[config.mk]
export PLATFORM = sky130hd
export DESIGN_NAME = sft_reg_ctrl_flat
export DESIGN_NICKNAME = d
export VERILOG_FILES = /design/src/rtl/sft_reg_ctrl_if.sv /design/src/rtl/sft_reg_ctrl.sv /design/src/flat_wrapper.sv
export SDC_FILE = /design/constraint.sdc
export NUM_CORES = 1
export LEC_CHECK = 0
export CAP_MARGIN = 20
export CORE_ASPECT_RATIO = 1.5
export CORE_UTILIZATION = 32
export CTS_BUF_LIST = sky130_fd_sc_hd__clkbuf_4
export DETAILED_ROUTE_END_ITERATION = 16
export GPL_ROUTABILITY_DRIVEN = 0
export PLACE_DENSITY = 0.66
export SYNTH_ARGS = -nofsm -noshare
export SYNTH_HDL_FRONTEND = slang
export SYNTH_SLANG_ARGS = --single-unit
[constraint.sdc]
create_clock -name sys_clk -period 3 [get_ports sys_clk]
set_clock_uncertainty 0.15 [all_clocks]
set_input_delay 0.45 -clock sys_clk [delete_from_list [all_inputs] [get_ports sys_clk]]
set_output_delay 0.45 -clock sys_clk [all_outputs]
set_load 0.01 [all_outputs]
[src/rtl/sft_reg_ctrl_if.sv]
// Command/handshake bundle between the upstream command FSM, the
// shift-register sequencing controller and the shift-register datapath.
interface sft_reg_ctrl_if #(
  parameter int WIDTH = 9,
  parameter int CNT_W = 4
);
  // Command side
  logic             start;
  logic             dir;
  logic [CNT_W-1:0] shift_cnt;
  logic [WIDTH-1:0] data_in;
  logic             abort;

  // Status side
  logic             ready;
  logic             done;
  logic             aborted;

  // Datapath controls toward the shift register
  logic             ld_sft_reg;
  logic [1:0]       LR_sft_en;
  logic [WIDTH-1:0] sft_reg_in;

  // Upstream command source
  modport master (
    output start, dir, shift_cnt, data_in, abort,
    input  ready, done, aborted, ld_sft_reg, LR_sft_en, sft_reg_in
  );

  // Sequencing controller
  modport slave (
    input  start, dir, shift_cnt, data_in, abort,
    output ready, done, aborted, ld_sft_reg, LR_sft_en, sft_reg_in
  );
endinterface

[src/rtl/sft_reg_ctrl.sv]
// Sequencing controller for the shift-register datapath: one load cycle,
// then N shift cycles (N clamped to WIDTH), then a one-cycle done pulse.
// Load and shift enables are decoded from mutually exclusive states, so
// they can never be asserted in the same cycle.
module sft_reg_ctrl #(
  parameter int WIDTH = 9,
  parameter int CNT_W = 4   // 2**CNT_W must exceed WIDTH
) (
  input  logic          sys_clk,
  input  logic          rst_n,
  sft_reg_ctrl_if.slave bus
);

  typedef enum logic [1:0] {
    S_IDLE  = 2'd0,
    S_LOAD  = 2'd1,
    S_SHIFT = 2'd2,
    S_DONE  = 2'd3
  } state_t;

  // Largest shift count that still changes the result; anything above
  // empties the register anyway, so it is clamped to bound latency.
  localparam logic [CNT_W-1:0] MAX_CNT = CNT_W'(WIDTH);

  state_t           state_q, state_d;
  logic [CNT_W-1:0] cnt_q, cnt_d;
  logic             dir_q, dir_d;
  logic [WIDTH-1:0] data_q, data_d;

  logic             ld_q, ld_d;
  logic [1:0]       lr_q, lr_d;
  logic             done_q, done_d;
  logic             aborted_q, aborted_d;

  logic             accept;
  logic             cancel;

  // Abort only matters while a command is in flight; in IDLE it also
  // suppresses a simultaneous start.
  assign accept = (state_q == S_IDLE) && bus.start && !bus.abort;
  assign cancel = (state_q != S_IDLE) && bus.abort;

  // State and registered-output flops, cleared asynchronously
  always_ff @(posedge sys_clk or negedge rst_n) begin
    if (!rst_n) begin
      state_q   <= S_IDLE;
      cnt_q     <= '0;
      dir_q     <= 1'b0;
      data_q    <= '0;
      ld_q      <= 1'b0;
      lr_q      <= 2'b00;
      done_q    <= 1'b0;
      aborted_q <= 1'b0;
    end else begin
      state_q   <= state_d;
      cnt_q     <= cnt_d;
      dir_q     <= dir_d;
      data_q    <= data_d;
      ld_q      <= ld_d;
      lr_q      <= lr_d;
      done_q    <= done_d;
      aborted_q <= aborted_d;
    end
  end

  // Next-state, command latching and remaining-count bookkeeping
  always_comb begin
    state_d = state_q;
    cnt_d   = cnt_q;
    dir_d   = dir_q;
    data_d  = data_q;

    case (state_q)
      S_IDLE: begin
        if (accept) begin
          dir_d   = bus.dir;
          data_d  = bus.data_in;
          cnt_d   = (bus.shift_cnt > MAX_CNT) ? MAX_CNT : bus.shift_cnt;
          state_d = S_LOAD;
        end
      end
      S_LOAD: begin
        state_d = (cnt_q != '0) ? S_SHIFT : S_DONE;
      end
      S_SHIFT: begin
        // Leave on the cycle the count reaches zero: N cycles in SHIFT.
        cnt_d = cnt_q - 1'b1;
        if (cnt_q == CNT_W'(1)) begin
          state_d = S_DONE;
        end
      end
      S_DONE: begin
        state_d = S_IDLE;
      end
      default: begin
        state_d = S_IDLE;
      end
    endcase

    if (cancel) begin
      state_d = S_IDLE;
      cnt_d   = '0;
    end
  end

  // Registered outputs decoded from the state being entered
  always_comb begin
    ld_d      = (state_d == S_LOAD);
    lr_d      = (state_d == S_SHIFT) ? {1'b1, dir_d} : 2'b00;
    done_d    = (state_d == S_DONE);
    aborted_d = cancel;
  end

  assign bus.ready      = (state_q == S_IDLE);
  assign bus.ld_sft_reg = ld_q;
  assign bus.LR_sft_en  = lr_q;
  assign bus.sft_reg_in = data_q;
  assign bus.done       = done_q;
  assign bus.aborted    = aborted_q;

endmodule

[src/flat_wrapper.sv]
// flat-port wrapper written by rule: the top's interface ports become plain ports
module sft_reg_ctrl_flat 
#(
  parameter int WIDTH = 9,
  parameter int CNT_W = 4                                
)
  (sys_clk, rst_n, bus_start, bus_dir, bus_shift_cnt, bus_data_in, bus_abort, bus_ready, bus_done, bus_aborted, bus_ld_sft_reg, bus_LR_sft_en, bus_sft_reg_in);
  sft_reg_ctrl_if #(.WIDTH(WIDTH), .CNT_W(CNT_W)) bus_i ();
  input  logic sys_clk;
  input  logic rst_n;
  input wire logic [$bits(bus_i.start)-1:0] bus_start;
  input wire logic [$bits(bus_i.dir)-1:0] bus_dir;
  input wire logic [$bits(bus_i.shift_cnt)-1:0] bus_shift_cnt;
  input wire logic [$bits(bus_i.data_in)-1:0] bus_data_in;
  input wire logic [$bits(bus_i.abort)-1:0] bus_abort;
  output wire logic [$bits(bus_i.ready)-1:0] bus_ready;
  output wire logic [$bits(bus_i.done)-1:0] bus_done;
  output wire logic [$bits(bus_i.aborted)-1:0] bus_aborted;
  output wire logic [$bits(bus_i.ld_sft_reg)-1:0] bus_ld_sft_reg;
  output wire logic [$bits(bus_i.LR_sft_en)-1:0] bus_LR_sft_en;
  output wire logic [$bits(bus_i.sft_reg_in)-1:0] bus_sft_reg_in;
  assign bus_i.start = bus_start;
  assign bus_i.dir = bus_dir;
  assign bus_i.shift_cnt = bus_shift_cnt;
  assign bus_i.data_in = bus_data_in;
  assign bus_i.abort = bus_abort;
  assign bus_ready = bus_i.ready;
  assign bus_done = bus_i.done;
  assign bus_aborted = bus_i.aborted;
  assign bus_ld_sft_reg = bus_i.ld_sft_reg;
  assign bus_LR_sft_en = bus_i.LR_sft_en;
  assign bus_sft_reg_in = bus_i.sft_reg_in;
  sft_reg_ctrl #(.WIDTH(WIDTH), .CNT_W(CNT_W)) u_core (.sys_clk(sys_clk), .rst_n(rst_n), .bus(bus_i));
endmodule
### Word-level counts from Yosys, hierarchy flattened

Index checks and enable logic that the tools add are counted.

* register bits after elaboration: 21
* logic and storage cells: 40
* input bits: 18
* output and inout bits: 15

* multiplexer cells: 12
* reductions and logical operators: 10
* magnitude comparators: 1
* equality and inequality tests: 8
* add/subtract/negate cells: 1

Operators by type and width (number)
* $mux 4: 3
* $eq 2x2->1 const B: 4
* $mux 2: 4
* $pmux 2 s4: 1
* $pmux 4 s2: 1
* $eq 2x1->1 const B: 2
* $eq 4x1->1 const B: 1
* $gt 4x4->1 const B: 1
* $reduce_and 2->1: 2
* $reduce_bool 4->1: 1
* $sub 4x1->4 const B: 1
* $logic_and 1x1->1: 3
* $mux 1: 3
* $ne 3x1->1 const B: 1
* $reduce_bool 3->1: 1
* $logic_not 2->1: 1
* $reduce_bool 2->1: 1
* $logic_not 1->1: 1

### Logic depth before layout (Yosys ltp)

* word-level depth: 8
* mapped depth: 6
* mapped depth without buffers: 5

### Least setup slack after synthesis

OpenSTA, ideal clock, no wires.

* kind: register to register
* from: register u_core.state_q[0]
* to: register u_core.done_q, in the netlist u_core.bus.done
* path buffers: 0
* clock period less this slack: 1.666 ns
* arrival time: 1.396 ns
* path slack: 1.334 ns
* data required time: 2.730 ns
* cell stages (with the launch flop): 6
* library setup time: 0.120 ns
* cells stage by stage: dfrtp_1 > inv_1 > ha_1 > a21o_1 > a311o_1 > and3_1

* cells in the longest elaborated chain, start to end: 7
* elaborated cells between the ends (all ways): 13
* those cells by class: 4 x eq/ne; 4 x mux; 5 x reduce/logical

RTL lines
* from (decl): RTL line sft_reg_ctrl.sv:25 `state_t state_q, state_d;`
* from (signal assigned): RTL line sft_reg_ctrl.sv:55 `state_q <= state_d;`
* $logic_not 2->1 (*)
* via bus_ready: RTL line flat_wrapper.sv:16 `output wire logic [$bits(bus_i.ready)-1:0] bus_ready;`
* $logic_and 1x1->1 (2 in a row): RTL line sft_reg_ctrl.sv:40 `assign accept = (state_q == S_IDLE) && bus.start && !bus.abort;`
* $mux 2: RTL line sft_reg_ctrl.sv:75 `if (accept) begin`
* $pmux 2 s4 (*): RTL line sft_reg_ctrl.sv:73 `case (state_q)`
* $mux 2 (*): RTL line sft_reg_ctrl.sv:100 `if (cancel) begin`
* $eq 2x2->1 (*): RTL line sft_reg_ctrl.sv:110 `done_d = (state_d == S_DONE);`
* via u_core.done_d: RTL line sft_reg_ctrl.sv:32 `logic done_q, done_d;`
* to (signal assigned): RTL line sft_reg_ctrl.sv:61 `done_q <= done_d;`
* to (decl): RTL line sft_reg_ctrl.sv:32

The timed path passes the listed nets; every way through them passes the cells marked *.
A chain may end at the register's enable or synchronous reset.

### Final worst setup path

* from: register u_core.state_q[0]
* to: output port bus_ready

* cells in the longest elaborated chain, start to end: 1

RTL lines
* $logic_not 2->1: RTL line sft_reg_ctrl.sv:114 `assign bus.ready = (state_q == S_IDLE);`
* to (decl): RTL line flat_wrapper.sv:16

Every way passes these cells.

==> impl_metrics.env <==
export IMPL_die_area_um2=3670
export IMPL_finalSetupViolCount=0
export IMPL_cts_tree="built"
export IMPL_rsz0062_at_grt="false"
export IMPL_drt_iter0_drc=34
export IMPL_antenna_found_initial=0
export IMPL_max_stage_delay_ns=0.65
export IMPL_synth_area_um2=1100
export IMPL_path_max_fanout=17
export IMPL_worst_path_max_delay_cell="clkdlybuf4s50_1"
export IMPL_wirelength_um=2210
export IMPL_ys_seq_area_share_pct=47.9
export IMPL_ctsHtreeMaxLevel=1
export IMPL_fp_row_count=25
export IMPL_cts_hold_buf=0
export IMPL_ys_types=36
export IMPL_maxSlewViolCount=0
export IMPL_clk_pin_slew_ns=0.11
export IMPL_final_cell_area_um2=1460
export IMPL_worst_ep_required_time_ns=2.40
export IMPL_ff_latch_area_um2=526
export IMPL_io_pins=33
export IMPL_min_period_ns=2.61
export IMPL_hold_viol_final=0
export IMPL_place_hpwl_um=1630
export IMPL_netlist_instances=95
export IMPL_synthTopCellsByArea="dfrtp_1 (48%), ha_1 (5.7%), mux2_2 (5.1%)"
export IMPL_grt_pass1_vias=806
export IMPL_clkLatencyLatePin_ns=0.30
export IMPL_maxCapViolCount=0
export IMPL_min_period_over_period_pct=87.1
export IMPL_cp_cell_sequence="inv_1 -> ha_1 -> clkdlybuf4s50_1"
export IMPL_pwr_density_cell_nw_per_um2=913
export IMPL_tns_ns=0
export IMPL_start_util_pct=34.0
export IMPL_nFillCells=320
export IMPL_cts_resized=0
export IMPL_max_clock_freq_ghz=0.383
export IMPL_gr_usage_all_layers_pct=13.1
export IMPL_largest_reg_flops=9
export IMPL_hold_class="input port to asynchronous set/reset pin"
export IMPL_core_area_um2=3220
export IMPL_clkSinkCount=21
export IMPL_wl_per_cell_um=13.1
export IMPL_ys_ff_latch=21
export IMPL_postSynthAreaPerCell_um2=11.5
export IMPL_diodes=0
export IMPL_critPathCaptureType="primary output"
export IMPL_relSlewSlack_pct=60.9
export IMPL_yosys_warnings=0
export IMPL_die_w_um=49.8
export IMPL_placed_cell_area_um2=1440
export IMPL_synth_top_area_cell="dfrtp_1"
export IMPL_area_delta_synth_final_pct=33.4
export IMPL_cts_buffers=3
export IMPL_vias=865
export IMPL_gr_total_overflow=0
export IMPL_synth_top_area_share_pct=47.9
export IMPL_synth_nets=118
export IMPL_grt_start_max_net_pins=22
export IMPL_via_per_inst=5.15
export IMPL_drc=0
export IMPL_drt_antenna_violating_nets=0
export IMPL_ir_drop_uv=359
export IMPL_multiInputGateArea_um2=505
export IMPL_cp_arrival_ns=2.01
export IMPL_die_height_um=73.7
export IMPL_status="finished, final reports clean"
export IMPL_portBuffers=32
export IMPL_nets=152
export IMPL_start_kind="register"
export IMPL_hold_slack_ns=0.345
export IMPL_crit_type="register to primary output"
export IMPL_power_leakage_uw=0.000655
export IMPL_grt_pass1_wl_um=3570
export IMPL_finalWorstSetupSlack_ns=0.386
export IMPL_cts_root_buffer="clkbuf_4"
export IMPL_worst_pin_slew_ns=0.587
export IMPL_dr_pass1_iters=4
export IMPL_drive_above_1_share_pct=9.38
export IMPL_cts_buffer_depth=2
export IMPL_dp_slack_ns=0.749
export IMPL_cts_setup_buffers=0
-- cell usage in the layout, fill, tap and decap left out, types with 2 or more instances in the layout --
| cell | synthesis | final |
|---|---|---|
| o211ai_1 | 2 | 2 |
| xor2_1 | 2 | 2 |
| a211oi_1 | 3 | 3 |
| inv_1 | 7 | 7 |
| mux2_1 | 4 | 4 |
| a311o_1 | 2 | 2 |
| o21ai_0 | 2 | 2 |
| dfrtp_1 | 21 | 21 |
| ha_1 | 5 | 5 |
| clkbuf_4 | 0 | 3 |
| clkdlybuf4s50_1 | 0 | 32 |
| nand3_1 | 2 | 2 |
| mux2_2 | 5 | 5 |
| nand2b_1 | 3 | 3 |
| nor2_1 | 8 | 8 |
| nor2b_1 | 2 | 2 |
| nor3_1 | 2 | 2 |
| and3_1 | 3 | 3 |
-- report_power, final --
part	switching (uW)	total [uW]	internal [uW]	leakage [uW]
clock	82.8	132	49.6	0.0000177
combinational	342	727	385	0.000375
sequential	68.5	476	408	0.000262
total	494	1340	842	0.000655
-- layer usage --
metal,share of wire [%],vias up,track usage (%)
li1,-,404,-
met1,39,430,14.1
met2,54,27,23.7
met3,4.4,4,1.45
met4,1.9,0,8.57
met5,0,-,0
-- layout make-up --
class	instances	area share [%]
multi-input combinational	63	34.6
timing repair buffer	33	22.4
tap	40	3.42
clock buffer	3	1.54
sequential	21	35.9
inverter	7	1.80
clock inverter	1	0.342
-- critical path: cells and delay by family (launching register included) --
family,cells,cell delay [ns]
buffers and inverters,2,0.75
adder cells (fa/ha/maj),1,0.54
flip-flops,1,0.43
-- metrics by stage --
stage	util (%)	instances	power, uW
2_1_floorplan	-	95	924
3_3_place_gp	44.5	164	1190
3_5_place_dp	44.5	164	1210
4_1_cts	45.4	168	1350
5_1_grt	45.4	168	1440
6_report	45.4	168	1340
-- final timing paths --
path                                          start                        to  slack (ns)  cells after the start
setup / recovery                  u_core.state_q[0]                 bus_ready        0.39                      3
hold / removal                                rst_n     u_core.bus.ld_sft_reg        0.34                      2
setup reg to reg                  u_core.state_q[0]           u_core.cnt_q[3]        0.98                      5
hold reg to reg            u_core.bus.sft_reg_in[3]  u_core.bus.sft_reg_in[3]        0.36                      1
max in group asynchronous                     rst_n           u_core.cnt_q[0]        2.14                      2
min in group sys_clk       u_core.bus.sft_reg_in[3]  u_core.bus.sft_reg_in[3]        0.36                      1
-- Yosys cell counts (all sizes together) --
library cell	instances
and2b	1
and3	3
a21boi	1
o21a	1
nor2	8
xor2	2
buf	4
a311o	2
a21o	1
a32o	1
nand3b	2
nor4bb	1
o211ai	2
nand2b	3
o21ai	3
a211o	1
nor2b	2
a22oi	1
dfrtp	21
a211oi	4
nor3	2
a21oi	1
mux2	9
and3b	1
inv	7
a2111oi	1
ha	5
mux2i	1
a311oi	1
nand3	2
nand2	1
-- cells by family after synthesis --
family | Yosys count | synth area share [%]
adders and majority gates | 5 | 5.71
xor gates and xnor gates | 2 | 1.60
buffers and inverters | 11 | 5.94
DFF | 21 | 47.9
muxes | 10 | 10.2
and+or+nand+nor | 26 | 14.4
AOI/OAI and AO/OA | 20 | 14.3
No activity file was read; power rests on OpenSTA's default activity.
